**src/rtl/mem_port_arbiter.sv**
```systemverilog
// mem_port_arbiter: round-robin share of the single-ported emulation RAM
// between the fetch port (if_*) and the load/store port (d_*).
// Ports:
//   clk, rstn           clock, async active-low reset
//   if_req/if_addr      fetch request (word access), if_gnt accept
//   if_rvalid/rdata/err fetch response, one cycle after grant
//   d_req/we/rwtyp/addr/wdata  data request (funct3 size), d_gnt accept
//   d_rvalid/rdata/err  data response, loads sign-extended, stores rdata=0
//   ram_*               RAM control, driven only on a legal grant
//   ram_q               RAM read data, valid one cycle after ram_rden
module mem_port_arbiter #(
    parameter int ADDR_WIDTH = 32,
    parameter int DATA_WIDTH = 32
) (
    input  logic                  clk,
    input  logic                  rstn,
    input  logic                  if_req,
    input  logic [ADDR_WIDTH-1:0] if_addr,
    output logic                  if_gnt,
    output logic                  if_rvalid,
    output logic [DATA_WIDTH-1:0] if_rdata,
    output logic                  if_err,
    input  logic                  d_req,
    input  logic                  d_we,
    input  logic [2:0]            d_rwtyp,
    input  logic [ADDR_WIDTH-1:0] d_addr,
    input  logic [DATA_WIDTH-1:0] d_wdata,
    output logic                  d_gnt,
    output logic                  d_rvalid,
    output logic [DATA_WIDTH-1:0] d_rdata,
    output logic                  d_err,
    output logic [2:0]            ram_rwtyp,
    output logic [ADDR_WIDTH-1:0] ram_addr,
    output logic [DATA_WIDTH-1:0] ram_data,
    output logic                  ram_wren,
    output logic                  ram_rden,
    input  logic [DATA_WIDTH-1:0] ram_q
);

    typedef enum logic {
        OWN_IF = 1'b0,
        OWN_D  = 1'b1
    } owner_t;

    typedef struct packed {
        logic       valid;
        owner_t     owner;
        logic       is_store;
        logic [2:0] rwtyp;
        logic       err;
    } rsp_t;

    owner_t last_owner;
    rsp_t   rsp_q;
    rsp_t   rsp_d;
    logic   gnt_if;
    logic   gnt_d;
    logic   if_bad;
    logic   d_bad;

    // Grants are held off while reset is asserted so every output is 0.
    // On a tie the port that did not win last time goes first.
    always_comb begin
        gnt_if = rstn && if_req && (!d_req || last_owner == OWN_D);
        gnt_d  = rstn && d_req && !gnt_if;
    end

    assign if_gnt = gnt_if;
    assign d_gnt  = gnt_d;
    assign if_bad = |if_addr[1:0];

    always_comb begin
        d_bad = 1'b1;
        unique case (d_rwtyp)
            3'b000, 3'b100: d_bad = 1'b0;
            3'b001, 3'b101: d_bad = d_addr[0];
            3'b010:         d_bad = |d_addr[1:0];
            default:        d_bad = 1'b1;
        endcase
    end

    // Illegal grants leave the RAM idle; the request is still consumed.
    always_comb begin
        ram_rwtyp = 3'b000;
        ram_addr  = '0;
        ram_data  = '0;
        ram_wren  = 1'b0;
        ram_rden  = 1'b0;
        if (gnt_if && !if_bad) begin
            ram_rwtyp = 3'b010;
            ram_addr  = if_addr;
            ram_rden  = 1'b1;
        end else if (gnt_d && !d_bad) begin
            ram_rwtyp = d_rwtyp;
            ram_addr  = d_addr;
            ram_data  = d_wdata;
            ram_wren  = d_we;
            ram_rden  = !d_we;
        end
    end

    always_comb begin
        rsp_d          = '0;
        rsp_d.valid    = gnt_if || gnt_d;
        rsp_d.owner    = gnt_d ? OWN_D : OWN_IF;
        rsp_d.is_store = gnt_d && d_we;
        rsp_d.rwtyp    = gnt_d ? d_rwtyp : 3'b010;
        rsp_d.err      = gnt_if ? if_bad : (gnt_d && d_bad);
    end

    always_ff @(posedge clk or negedge rstn) begin
        if (!rstn) begin
            rsp_q      <= '0;
            last_owner <= OWN_D;
        end else begin
            rsp_q <= rsp_d;
            if (gnt_if) begin
                last_owner <= OWN_IF;
            end else if (gnt_d) begin
                last_owner <= OWN_D;
            end
        end
    end

    // The RAM returns sub-words zero-extended; only signed B/H need fixing.
    logic [DATA_WIDTH-1:0] ext_q;

    always_comb begin
        ext_q = ram_q;
        unique case (rsp_q.rwtyp)
            3'b000:  ext_q = {{(DATA_WIDTH-8){ram_q[7]}}, ram_q[7:0]};
            3'b001:  ext_q = {{(DATA_WIDTH-16){ram_q[15]}}, ram_q[15:0]};
            default: ext_q = ram_q;
        endcase
    end

    always_comb begin
        if_rvalid = rsp_q.valid && rsp_q.owner == OWN_IF;
        d_rvalid  = rsp_q.valid && rsp_q.owner == OWN_D;
        if_err    = if_rvalid && rsp_q.err;
        d_err     = d_rvalid && rsp_q.err;
        if_rdata  = (if_rvalid && !rsp_q.err) ? ram_q : '0;
        d_rdata   = (d_rvalid && !rsp_q.err && !rsp_q.is_store) ? ext_q : '0;
    end

endmodule

```
**config.mk**
```make
export PLATFORM = sky130hd
export DESIGN_NAME = mem_port_arbiter
export DESIGN_NICKNAME = d
export VERILOG_FILES = /design/src/rtl/mem_port_arbiter.sv
export SDC_FILE = /design/constraint.sdc
export NUM_CORES = 1
export LEC_CHECK = 0
export CORE_AREA = 2 2 107 109
export DETAILED_ROUTE_END_ITERATION = 12
export DIE_AREA = 0 0 109 111
export SLEW_MARGIN = 30
export SYNTH_ARGS = -nofsm -noshare
export SYNTH_HDL_FRONTEND = slang
export SYNTH_SLANG_ARGS = --single-unit
```
**constraint.sdc**
```tcl
create_clock -name clk -period 1.76 [get_ports clk]
set_clock_uncertainty 0.05 [all_clocks]
set_input_delay 0.352 -clock clk [delete_from_list [all_inputs] [get_ports clk]]
set_output_delay 0.352 -clock clk [all_outputs]
set_load 0.05 [all_outputs]
```
# After elaboration in Yosys (flattened, before gate mapping)
# Cells that the tools add are included.
totals:
  word_cells: 62
  in_bits: 136
  output_inout_bits: 139
  ff_bits: 8
op_classes:
  reduce_logical: 31
  n_mux: 19
  n_bitwise: 1
  eq_ne: 5
ops:
  columns: ["op", "n"]
  rows:
  - ["32-bit two-way mux", 6]
  - ["32-bit case mux with 2 select lines", 1]
  - ["1-bit logical AND", 15]
  - ["3-bit two-way mux", 3]
  - ["1-bit two-way mux", 8]
  - ["2-bit OR reduction", 4]
  - ["1-bit zero test", 7]
  - ["3-bit by 1-bit equality test with 1-bit output (second input constant)", 2]
  - ["3-bit equality test (second input constant)", 2]
  - ["3-bit zero test", 2]
  - ["3-bit by 2-bit equality test with 1-bit output (second input constant)", 1]
  - ["1-bit case mux with 3 select lines", 1]
  - ["1-bit logical OR", 2]
  - ["2-bit nonzero test", 1]
  - ["1-bit inverter", 1]

# Longest topological paths before layout
logic_depth:
  depth_word: 8
  mapped_depth: 5
  mapped_depth_nobuf: 3

# Worst setup path before layout
# Ideal clock, no wire load.
synth_timing:
  kind: "reg-to-output"
  startpoint: "register rsp_q[5] in the netlist's numbering"
  endpoint: "output if_rdata[10]"
  stages_incl_launch_ff: 5
  arrival_time_ns: 2.057
  slack_ns: -0.699
  path_buffers: 1
  required_ns: 1.358
  cell_sequence: "dfrtp_1 -> nor2b_1 -> and2b_1 -> clkbuf_1 -> and2_1"
synth_between:
  elab_chain_cells: 4
synth_rtl:
  columns: ["element", "line_no", "text"]
  rows:
  - ["from (decl)", "54", "rsp_t rsp_q;"]
  - ["from (signal assigned)", "116", "rsp_q <= rsp_d;"]
  - ["1-bit inverter", "138", "if_rvalid = rsp_q.valid && rsp_q.owner == OWN_IF;"]
  - ["1-bit logical AND", "138", null]
  - ["net if_rvalid", "20", "output logic if_rvalid,"]
  - ["1-bit logical AND", "142", "if_rdata = (if_rvalid && !rsp_q.err) ? ram_q : '0;"]
  - ["32-bit two-way mux", "142", null]
  - ["to (decl)", "21", "output logic [DATA_WIDTH-1:0] if_rdata,"]
# The timed path passes the listed nets, and every way through them passes these cells.

# Worst setup path after layout
layout_timing:
  startpoint: "register last_owner"
  endpoint: "output ram_addr[2]"
layout_between:
  elab_chain_cells: 7
  elab_cells_between_ends: 8
  cone_classes: "mux: 2; reduce/logical: 6"
layout_rtl:
  columns: ["element", "line_no", "text"]
  rows:
  - ["from (decl)", "53", "owner_t last_owner;"]
  - ["from (signal assigned)", "114", "last_owner <= OWN_D;"]
  - ["from (signal assigned)", "118", "last_owner <= OWN_IF;"]
  - ["from (signal assigned)", "120", "last_owner <= OWN_D;"]
  - ["1-bit logical OR *", "64", "gnt_if = rstn && if_req && (!d_req || last_owner == OWN_D);"]
  - ["1-bit logical AND *", "64", null]
  - ["1-bit zero test", "65", "gnt_d = rstn && d_req && !gnt_if;"]
  - ["1-bit logical AND", "65", null]
  - ["1-bit logical AND", "93", "end else if (gnt_d && !d_bad) begin"]
  - ["32-bit two-way mux", "93", null]
  - ["32-bit two-way mux *", "89", "if (gnt_if && !if_bad) begin"]
  - ["to (decl)", "33", "output logic [ADDR_WIDTH-1:0] ram_addr,"]
# Every way passes the cells marked *; elsewhere a longest branch is shown, timed or not.

==> results_dict.tcl <==
set metrics [dict create \
    grt-ovfl-total 0 \
    required_ns 1.36 \
    final_cell_area_um2 7450 \
    rsz0062_at_grt "true" \
    dpl_cell_area_um2 6420 \
    leakagePower_nw 3.12 \
    synthArstFlopShare_pct 100 \
    most-common-layout-cells "buf_12 (149), clkdlybuf4s50_1 (123), and2_4 (70)" \
    stdcell_count 669 \
    finalSetupViolCount 133 \
    final_util_pct 67.3 \
    grt.total_usage_pct 20.2 \
    clk_pin_slew_worst_paths_ns 0.04 \
    grt_pass1_vias 3153 \
    first_pass_iters 4 \
    timing.slew.headroom_pct 80.8 \
    tns_ns -31.93 \
    ir_worst_vdd_mv 0.235 \
    fin_crit_ns 2.16 \
    die_y_um 111 \
    cp-start-kind "register" \
    wl_per_cell_um 18.9 \
    cts_max_level 1 \
    grt_max_degree 17 \
    syn_area_per_cell_um2 7.46 \
    cts_sinks 8 \
    outcome "finished with violations" \
    finalWorstSetupSlack_ns -0.401 \
    multi_input_area_um2 1970 \
    ys_warn_count 0 \
    ctsHoldBuffers 0 \
    r2r_start "last_owner$_DFFE_PN1P_" \
    vias 2881 \
    core_area_um2 11100 \
    synth-seq-cells 8 \
    drt-total-wl_mm 12.6 \
    slew_violations 0 \
    dp_cells 629 \
    ant_nets 0 \
    start_util_pct 13.4 \
    setup.worst_path.start "last_owner$_DFFE_PN1P_" \
    drive_gt1_share_pct 70.9 \
    final_nets 662 \
    yosysUniqueCellTypes 30 \
    worstSkewPairLatency_ns 0.23 \
    ff_latch_area_um2 204 \
    endpoint_kind "output port" \
    synth_flop_cell "dfrtp_1" \
    io_buffers 274 \
    dp.final_hpwl_mm 9.80 \
    synth-edff-count 0 \
    ys_seq_area_share_pct 13.6 \
    worstMarginPinSlew_ns 0.288 \
    clock_path_buffers 2 \
    period_share_pct 123 \
    cts_inserted_buffers 3 \
    arrival_ns 1.76 \
    ys_top_cells_by_area "and2_1 (35%), a22o_1 (18%), dfrtp_1 (12%)" \
    n_fill_cell 757 \
    synth_top_area_share_pct 34.6 \
    io-pin-count 275 \
    violations "setup timing" \
    drv_cap 0 \
    criticalPathCategory "register to output port" \
    syn_area_um2 1480 \
    power_density_nw_per_um2 337 \
    gp_congestion 0.794 \
    drt_iter0_drc 87 \
    die_w_um 109 \
    clockRootBuffer "clkbuf_16" \
    whs_ns 0.174 \
    max_freq_mhz 463 \
    viasPerCell 4.31 \
    finalHoldViolCount 0 \
    die_area_um2 12100 \
    grt_pass1_wl_mm 18.5 \
    cts_tree "yes" \
    postSynthCellCount 199 \
    area_growth_syn_to_layout_pct 402 \
    drcViolationCount 0 \
    synth_fp_nets 335 \
    layout_commonest_cell "buf_12" \
    rows 39 \
    critPathMaxFanout 7 \
    hold_path_class "input pin to async pin" \
    synth_top_cell_by_area "and2_1" \
    antenna_found_initial 1 \
]
[cell type report]
type	instances	share of cell area [%]
multi-input combinational	172	26.5
antenna	1	0.0336
timing repair buffer	340	67.2
clock buffer	4	1.06
sequential	8	2.74
tap	143	2.40
inverter	1	0.0504
[layer usage]
metal | GRT usage (%) | up-vias | wire length (um)
li1 | - | 1353 | -
met1 | 18.9 | 1334 | 3900
met2 | 40.4 | 178 | 7250
met3 | 5.35 | 16 | 1190
met4 | 6.75 | 0 | 271
met5 | 0 | - | 0
[power breakdown]
group          total, mW  switching [mW]  internal [mW]
clock              0.392          0.0901          0.302
sequential         0.217          0.0145          0.203
combinational       1.90           0.843           1.06
total               2.51           0.948           1.56
[path summary, 6_finish.rpt]
path	cells past startpoint	end	slack, ns
min in group clk	3	rsp_q[3]$_DFF_PN0_	0.39
max in group asynchronous	3	last_owner$_DFFE_PN1P_	1.22
hold / removal	2	rsp_q[6]$_DFF_PN0_	0.17
setup / recovery	8	ram_addr[2]	-0.40
hold reg to reg	4	last_owner$_DFFE_PN1P_	0.71
setup reg to reg	7	rsp_q[0]$_DFF_PN0_	0.31
[state kept, by name, indices dropped and copies added (netlist names)]
signal	count
last_owner	1
rsp_q	7
[worst max-delay path, cell delays in order, from the launching register on]
cell and delay, ns:
dfstp_2 0.53, buf_4 0.12, nor2b_4 0.04, nor4_4 0.14, buf_6 0.18, buf_4 0.12
buf_6 0.13, a22o_4 0.14, buf_12 0.13
[cells by family after synthesis]
kind of cell	count (synthesis)	synth area share, %
AO/OA/AOI/OAI	71	35.8
buffers and inverters	19	6.74
flip-flops	8	13.6
multiplexers	1	0.675
AND/OR/NAND/NOR	100	43.2
[metrics by stage]
step                worst slack (ns)  power, mW
finish                        -0.401       2.51
global route                  -0.454       2.60
CTS                           -0.397       2.51
detailed placement            -0.658       1.87
global placement              -0.614       1.86
floorplan                     -0.179      0.896
[repair_timing]
action	CTS	global route
setup buffers	19	6
gates cloned	12	1
resized for setup	136	12
pin swaps	45	6
setup endpoints to repair	135	135
[Yosys cell counts (2+ instances only)]
| cell | count |
|---|---|
| nand2_1 | 4 |
| nor2_1 | 2 |
| nor2b_1 | 2 |
| and2_1 | 82 |
| clkbuf_2 | 3 |
| buf_6 | 2 |
| o21ai_0 | 9 |
| clkbuf_1 | 5 |
| dfrtp_1 | 7 |
| a21o_1 | 2 |
| a21oi_1 | 10 |
| o21a_1 | 17 |
| a22o_1 | 30 |
| buf_2 | 8 |
Power figures use the tool's default switching activity.
